File: config.mk
export PLATFORM = sky130hd
export DESIGN_NAME = wide_add_sequencer
export DESIGN_NICKNAME = d
export VERILOG_FILES = /design/src/rtl/wide_add_sequencer_pkg.sv /design/src/rtl/wide_add_sequencer_word_select.sv /design/src/rtl/wide_add_sequencer.sv
export SDC_FILE = /design/constraint.sdc
export NUM_CORES = 1
export LEC_CHECK = 0
export ABC_AREA = 1
export ABC_CLOCK_PERIOD_IN_PS = 2100
export BUFFER_PORTS_ARGS = -buffer_cell sky130_fd_sc_hd__buf_2
export CORE_MARGIN = 2
export CORE_UTILIZATION = 53
export CTS_BUF_LIST = sky130_fd_sc_hd__clkbuf_8 sky130_fd_sc_hd__clkbuf_16
export DETAILED_ROUTE_END_ITERATION = 8
export PLACE_DENSITY = 0.88
export SLEW_MARGIN = 20
export SYNTH_ARGS = -nofsm -noshare
export SYNTH_HDL_FRONTEND = slang
export SYNTH_HIERARCHICAL = 1
export SYNTH_SLANG_ARGS = --single-unit
File: constraint.sdc
create_clock -name clk -period 2.1 [get_ports clk]
set_clock_uncertainty 0.15 [all_clocks]
set_input_delay 0.21 -clock clk [delete_from_list [all_inputs] [get_ports clk]]
set_output_delay 0.21 -clock clk [all_outputs]
set_load 0.005 [all_outputs]
File: src/rtl/wide_add_sequencer_pkg.sv
`default_nettype none
// ============================================================================
// Module      : wide_add_sequencer_pkg
// Description : Shared state encoding, default word width and index sizing
//               for the wide add/sub sequencer.
// Revision    : 1.0 - initial release
// ============================================================================
package wide_add_sequencer_pkg;

    localparam int c_WORD = 16;

    typedef enum logic [1:0] {
        IDLE = 2'd0,
        RUN  = 2'd1,
        DONE = 2'd2
    } state_t;

    // Index register width; never narrower than one bit.
    function automatic int idx_width(input int nwords);
        return (nwords < 2) ? 1 : $clog2(nwords);
    endfunction

endpackage
`default_nettype wire

File: src/rtl/wide_add_sequencer_word_select.sv
`default_nettype none
// ============================================================================
// Module      : wide_add_sequencer_word_select
// Description : Combinational NWORDS:1 word mux with optional inversion and a
//               zeroing enable.
// Revision    : 1.0 - initial release
// ============================================================================
module wide_add_sequencer_word_select #(
    parameter int WORD   = 16,
    parameter int NWORDS = 4,
    parameter int IW     = 2
) (
    input  logic [WORD*NWORDS-1:0] data,
    input  logic [IW-1:0]          sel,
    input  logic                   invert,
    input  logic                   enable,
    output logic [WORD-1:0]        word
);

    logic [WORD-1:0] w_words [NWORDS];
    logic [WORD-1:0] w_sel;

    genvar gi;
    generate
        for (gi = 0; gi < NWORDS; gi++) begin : g_unpack
            assign w_words[gi] = data[gi*WORD +: WORD];
        end
    endgenerate

    // Compare-based select keeps out-of-range sel values (non power-of-two
    // NWORDS) well defined as zero.
    always_comb begin
        w_sel = '0;
        for (int i = 0; i < NWORDS; i++) begin
            if (sel == IW'(i)) begin
                w_sel = w_words[i];
            end
        end
    end

    always_comb begin
        word = '0;
        if (enable) begin
            word = invert ? ~w_sel : w_sel;
        end
    end

endmodule
`default_nettype wire

File: src/rtl/wide_add_sequencer.sv
`default_nettype none
// ============================================================================
// Module      : wide_add_sequencer
// Description : Feeds two latched wide operands word-serially to an external
//               WORD-bit adder, chaining carries and collecting the result.
// Revision    : 1.0 - initial release
// ============================================================================
module wide_add_sequencer
    import wide_add_sequencer_pkg::*;
#(
    parameter int WORD   = c_WORD,
    parameter int NWORDS = 4
) (
    input  logic                   clk,
    input  logic                   reset,
    input  logic                   start,
    input  logic                   sub,
    input  logic                   cin,
    input  logic [WORD*NWORDS-1:0] op_a,
    input  logic [WORD*NWORDS-1:0] op_b,
    output logic [WORD-1:0]        add_a,
    output logic [WORD-1:0]        add_b,
    output logic                   add_cin,
    input  logic [WORD-1:0]        add_sum,
    input  logic                   add_carry,
    output logic                   busy,
    output logic                   done,
    output logic [WORD*NWORDS-1:0] result,
    output logic                   cout,
    output logic                   ovf
);

    localparam int            IW     = idx_width(NWORDS);
    localparam logic [IW-1:0] c_LAST = IW'(NWORDS - 1);

    state_t                  r_state;
    logic [IW-1:0]           r_idx;
    logic                    r_carry;
    logic                    r_sub;
    logic [WORD*NWORDS-1:0]  r_a;
    logic [WORD*NWORDS-1:0]  r_b;
    logic [WORD*NWORDS-1:0]  r_result;
    logic                    r_cout;
    logic                    r_ovf;
    logic                    r_busy;
    logic                    r_done;

    logic                    w_run;
    logic                    w_accept;
    logic                    w_ovf;

    assign w_run    = (r_state == RUN);
    assign w_accept = start && ((r_state == IDLE) || (r_state == DONE));

    wide_add_sequencer_word_select #(
        .WORD   (WORD),
        .NWORDS (NWORDS),
        .IW     (IW)
    ) u_sel_a (
        .data   (r_a),
        .sel    (r_idx),
        .invert (1'b0),
        .enable (w_run),
        .word   (add_a)
    );

    wide_add_sequencer_word_select #(
        .WORD   (WORD),
        .NWORDS (NWORDS),
        .IW     (IW)
    ) u_sel_b (
        .data   (r_b),
        .sel    (r_idx),
        .invert (r_sub),
        .enable (w_run),
        .word   (add_b)
    );

    assign add_cin = w_run ? r_carry : 1'b0;

    // add_b is already the effective (possibly inverted) operand word.
    assign w_ovf = (add_a[WORD-1] == add_b[WORD-1]) &&
                   (add_sum[WORD-1] != add_a[WORD-1]);

    always_ff @(posedge clk) begin
        if (reset) begin
            r_state  <= IDLE;
            r_idx    <= '0;
            r_carry  <= 1'b0;
            r_sub    <= 1'b0;
            r_a      <= '0;
            r_b      <= '0;
            r_result <= '0;
            r_cout   <= 1'b0;
            r_ovf    <= 1'b0;
            r_busy   <= 1'b0;
            r_done   <= 1'b0;
        end else begin
            case (r_state)
                IDLE, DONE: begin
                    r_done <= 1'b0;
                    if (w_accept) begin
                        r_a      <= op_a;
                        r_b      <= op_b;
                        r_sub    <= sub;
                        r_result <= '0;
                        r_carry  <= sub ? 1'b1 : cin;
                        r_idx    <= '0;
                        r_busy   <= 1'b1;
                        r_state  <= RUN;
                    end else begin
                        r_state  <= IDLE;
                    end
                end
                RUN: begin
                    for (int i = 0; i < NWORDS; i++) begin
                        if (r_idx == IW'(i)) begin
                            r_result[i*WORD +: WORD] <= add_sum;
                        end
                    end
                    r_carry <= add_carry;
                    if (r_idx == c_LAST) begin
                        r_cout  <= add_carry;
                        r_ovf   <= w_ovf;
                        r_busy  <= 1'b0;
                        r_done  <= 1'b1;
                        r_state <= DONE;
                    end else begin
                        r_idx   <= r_idx + IW'(1);
                    end
                end
                default: begin
                    r_busy  <= 1'b0;
                    r_done  <= 1'b0;
                    r_state <= IDLE;
                end
            endcase
        end
    end

    assign busy   = r_busy;
    assign done   = r_done;
    assign result = r_result;
    assign cout   = r_cout;
    assign ovf    = r_ovf;

endmodule
`default_nettype wire

==> impl_metrics.env, run 1 <==
export IMPL_status="complete, but fails checks"
export IMPL_violations="design-rule violations, negative setup slack"
export IMPL_seq_area_frac_synth_pct=43.8
export IMPL_layout_setup_ws_ns=-0.279
export IMPL_drive_gt1_share_pct=28.3
export IMPL_synth_edf_count=0
export IMPL_final_cells=1988
export IMPL_yosysTopAreaCellShare_pct=43.8
export IMPL_rsz0062_at_grt="yes"
export IMPL_totalWireLength_mm=42.3
export IMPL_grt_pass1_wl_mm=56.8
export IMPL_syn_area_um2=9230
export IMPL_tightest_slew_ns=1.06
export IMPL_slew_headroom_pct=28.8
export IMPL_slew_viol_final=0
export IMPL_ir_worst_vdd_uv=618
export IMPL_postSynthAreaPerCell_um2=6.84
export IMPL_postRouteAntennaNets=0
export IMPL_worst_path_max_fanout=5
export IMPL_fmax_mhz=420
export IMPL_synth_distinct_cells=26
export IMPL_synth_ff_type="dfxtp_1"
export IMPL_h_tree_depth=1
export IMPL_drt_iter0_drc=1841
export IMPL_cp_top_family="simple AND/OR/NAND/NOR gates"
export IMPL_min_period_ns=2.38
export IMPL_crit_chain="buf_12 > buf_12 > nor2_4 > buf_6 > nand2_2 > nand3_2 > nand3_1 > nand2_1 > nor2_1 > buf_2"
export IMPL_synthCells=1349
export IMPL_preCtsSetupSlack_ns=0.102
export IMPL_slowest_stage="dfxtp_4"
export IMPL_vias=12000
export IMPL_holdWs_ns=0.0768
export IMPL_grt_usage_pct=38.8
export IMPL_ys_seq_elements=202
export IMPL_max_stage_delay_ns=0.37
export IMPL_antenna_found_initial=8
export IMPL_cp_num_buf_inv=4
export IMPL_rows=48
export IMPL_crit_arrival_ns=2.02
export IMPL_grt_max_degree=83
export IMPL_ios=251
export IMPL_hold_path_class="input pin to flop"
export IMPL_async_reset_ff_share_pct=0
export IMPL_fin_crit_sh_pct=113
export IMPL_fin_util_pct=81.1
export IMPL_nNetsFinal=1891
export IMPL_cts_tree="done"
export IMPL_seqCellArea_um2=4060
export IMPL_port_buffers=250
export IMPL_p_leak_uw=0.00650
export IMPL_cts_buffer_depth=3
export IMPL_die_height_um=136
export IMPL_place_congestion=0.853
export IMPL_finalHoldViolations=0
export IMPL_path_class="flop to primary output"
export IMPL_hpwl_mm=18.4
export IMPL_initial_core_util_pct=53.7
export IMPL_grt_pass1_vias=11200
export IMPL_core_um2=17200
export IMPL_yosys_top_cells_count="nor2_1 (342), nand2_1 (248), dfxtp_1 (202)"
export IMPL_clkTransAtPathRegs_ns=0.06
export IMPL_dpl_cell_count=1758
export IMPL_yosysTopAreaCell="dfxtp_1"
export IMPL_start_kind="flop"
export IMPL_die_area_um2=18500
export IMPL_drc=23
export IMPL_root_buffer="clkbuf_16"
export IMPL_n_fill_cell=917
export IMPL_multi_input_area_um2=5000
export IMPL_finalSetupViolCount=34
export IMPL_grt_overflow_total=0
export IMPL_drtPass1Iterations=9
export IMPL_die_w_um=136
export IMPL_power_density_nw_per_um2=829
export IMPL_synth_warnings=6
export IMPL_clk_latency_ns=0.51
export IMPL_fin_total_pwr_uw=11500
export IMPL_yosysMostFrequentCell="nor2_1"
export IMPL_area_growth_pct=50.9
export IMPL_crit_top_cell="buf_12"
export IMPL_wl_per_cell_um=21.3
export IMPL_cts_buffers=22
export IMPL_post_drt_via_cell_ratio=6.04
export IMPL_crit_required_ns=1.74
export IMPL_end_kind="primary output"
export IMPL_clkSinkCount=202
export IMPL_synth_area_top_cells="dfxtp_1 (44%), nor2_1 (14%), nand2_1 (10%)"
export IMPL_maxCapViolCount=0
[flip-flops by register name, summed over array words and instances (netlist names)]
register	flops
r_sub	1
result	64
done	1
ovf	1
r_b	64
r_carry	1
r_a	64
r_idx	2
r_state	2
busy	1
cout	1
[metal layers]
metal  global-route usage, %  part of all wire [%]  vias up
li1                        -                     -     5040
met2                    64.7                    44     1208
met4                    26.1                   9.4        4
met5                       0                  0.18        -
met3                    11.0                    13      423
met1                    43.2                    33     5331
[what timing repair did]
| item | 4_1_cts | 5_1_grt |
|---|---|---|
| setup buffers | 21 | 9 |
| gates cloned | 3 | 0 |
| resized for setup | 109 | 102 |
| hold endpoints to repair | 179 | 0 |
| pin swaps | 53 | 59 |
| hold buffers | 147 | 0 |
| endpoints found under the setup margin | 32 | 33 |
[kinds of logic after synthesis]
logic type,synth area share (%)
DFF,43.8
and+or+nand+nor,33.5
adders and majority gates,0.542
other,0.0406
buffers and inverters,9.43
AOI/OAI and AO/OA,12.6
[worst paths after layout]
kind,start,to,slack [ns],cells past startpoint
setup / recovery,r_idx[0],add_b[11],-0.28,10
hold / removal,reset,result[53],0.08,4
setup reg to reg,r_state[0],r_b[26],-0.16,5
hold reg to reg,result[35],result[35],0.31,2
[tightest hold or removal path, delay by kind of cell]
family	cells	cell delay, ns
and+or+nand+nor	2	0.17
buffers and inverters	2	0.30
[layout by cell type (no fill, tap or decap), types with 20 or more instances in the layout]
master,n
a21oi_1,64
buf_2,250
buf_4,24
clkbuf_16,23
dfxtp_1,199
dlygate4sd3_1,147
inv_1,84
nand2_1,219
nand2_2,21
nand2_4,20
nand3_1,37
nand3_2,38
nor2_1,330
o21ai_0,114
o21ai_1,22
[per-stage QoR]
step,cell area [um^2],TNS [ns]
floorplan,9240,0
finish,13900,-4.55
CTS,13400,-1.80
detailed placement,10500,0
global route,13900,-7.02
global placement,10500,0
[final cells by class]
type	instances	area share, %
inverter	91	2.60
clock inverter	12	1.30
sequential	202	29.1
timing repair buffer	449	24.3
antenna	10	0.180
tap	225	2.02
multi-input combinational	971	35.9
clock buffer	28	4.63
[report_power, final]
| part | switching (uW) | internal (uW) | total (uW) |
|---|---|---|---|
| combinational | 1630 | 1120 | 2750 |
| sequential | 242 | 4130 | 4370 |
| clock | 1660 | 2770 | 4430 |
Power figures use the tool's default switching activity.
==> run 2, diff against run 1 <==
- ABC_CLOCK_PERIOD_IN_PS: 2100 -> 2800
- CORE_UTILIZATION: 53 -> 56
- PLACE_DENSITY: 0.88 -> 0.91
- clock period: 2.1 -> 2.8 ns (I/O delays scaled with it)
==> impl_metrics.env, run 2 (synthesis results as in run 1) <==
export IMPL_slew_headroom_pct=36.0
export IMPL_finalHoldViolations=0
export IMPL_worst_path_max_fanout=21
export IMPL_wl_met3_mm=4.01
export IMPL_path_class="flop to primary output"
export IMPL_rsz0062_at_grt="yes"
export IMPL_clkSinkCount=202
export IMPL_end_kind="primary output"
export IMPL_holdWs_ns=0.0246
export IMPL_crit_required_ns=2.37
export IMPL_dpl_cell_count=1739
export IMPL_cts_tree="done"
export IMPL_top_layer_used="met4"
export IMPL_drive_gt1_share_pct=19.1
export IMPL_fin_util_pct=78.1
export IMPL_place_area_um2=10400
export IMPL_final_cell_mix="nor2_1 (341), buf_2 (250), nand2_1 (248)"
export IMPL_p_leak_uw=0.00591
export IMPL_hpwl_mm=18.1
export IMPL_vias=11000
export IMPL_status="complete, but fails checks"
export IMPL_ios=251
export IMPL_max_stage_delay_ns=0.57
export IMPL_die_w_um=132
export IMPL_slew_viol_final=0
export IMPL_ir_worst_vdd_uv=506
export IMPL_totalWireLength_mm=34.6
export IMPL_min_period_ns=2.69
export IMPL_drt_iter0_drc=1423
export IMPL_power_density_nw_per_um2=634
export IMPL_violations="design-rule violations"
export IMPL_clkTransAtPathRegs_ns=0.06
export IMPL_drtPass1Iterations=9
export IMPL_fin_crit_sh_pct=96.2
export IMPL_cts_buffers=22
export IMPL_antenna_found_initial=5
export IMPL_grt_overflow_total=0
export IMPL_finalSetupViolCount=0
export IMPL_core_um2=16000
export IMPL_wl_per_cell_um=18.1
export IMPL_die_height_um=132
export IMPL_fmax_mhz=371
export IMPL_place_congestion=0.894
export IMPL_final_cells=1916
export IMPL_crit_arrival_ns=2.26
export IMPL_layout_commonest_cell="nor2_1"
export IMPL_area_growth_pct=35.3
export IMPL_nNetsFinal=1833
export IMPL_h_tree_depth=1
export IMPL_post_drt_via_cell_ratio=5.75
export IMPL_final_area_um2=12500
export IMPL_maxCapViolCount=0
export IMPL_crit_chain="inv_2 > nor2_4 > buf_4 > nand2_1 > nor2_1 > buf_2"
export IMPL_die_area_um2=17500
export IMPL_rows=46
export IMPL_grt_max_degree=106
export IMPL_met1_length_mm=12.3
export IMPL_start_kind="flop"
export IMPL_slowest_stage="nor2_4"
export IMPL_wl_met2_mm=15.6
export IMPL_grt_pass1_wl_mm=54.6
export IMPL_tightest_slew_ns=0.949
export IMPL_post_cts_buffers=0
export IMPL_grt_pass1_vias=10700
export IMPL_drc=1
export IMPL_port_buffers=250
export IMPL_postRouteAntennaNets=0
export IMPL_hold_path_class="input pin to flop"
export IMPL_fin_total_pwr_uw=7920
export IMPL_clk_latency_ns=0.50
export IMPL_initial_core_util_pct=57.7
export IMPL_root_buffer="clkbuf_16"
export IMPL_cts_buffer_depth=3
export IMPL_grt_usage_pct=38.7
[run 2: worst paths after layout]
path	from	to	slack, ns	cells after the start
hold reg to reg	result[32]	result[32]	0.31	2
setup / recovery	r_state[0]	add_a[11]	0.11	6
setup reg to reg	r_state[0]	r_b[38]	0.53	5
hold / removal	add_sum[9]	result[41]	0.02	5
[run 2: power by group]
group	internal, uW	total (uW)	switching, uW	leakage, uW
logic	591	1520	925	0.00384
registers	3100	3260	166	0.00167
clock network	1940	3140	1200	0.000408
[run 2: area by class of cell]
cell class | instances | area (um^2)
Clock inverter | 14 | 168
Tap cell | 216 | 270
Inverter | 91 | 345
Antenna cell | 5 | 12.5
Fill cell | 997 | 3510
Clock buffer | 26 | 617
Timing Repair Buffer | 392 | 2700
Sequential cell | 202 | 4050
Multi-Input combinational cell | 970 | 4330
[run 2: repair_timing]
item | CTS | global route
hold endpoints to repair | 134 | 0
gates resized for setup | 0 | 5
endpoints found under the setup margin | 0 | 29
hold buffers | 132 | 0
[run 2: critical path: cells and delay by family, from the launching register on]
family | cells | cell delay [ns]
simple gates | 3 | 0.82
flops | 1 | 0.35
buf+inv | 3 | 0.58
[run 2: stage by stage]
step | setup TNS (ns) | worst slack [ns]
after global routing | -0.0531 | -0.0531
after detailed placement | 0 | 0.560
after floorplan | 0 | 1.07
after global placement | 0 | 0.602
final | 0 | 0.106
after CTS | 0 | 0.0306
[run 2: metal layers]
metal,up-vias,global-route usage (%)
met1,4899,45.8
met3,277,11.5
met2,927,60.9
met4,0,25.7
met5,-,0
li1,4920,-
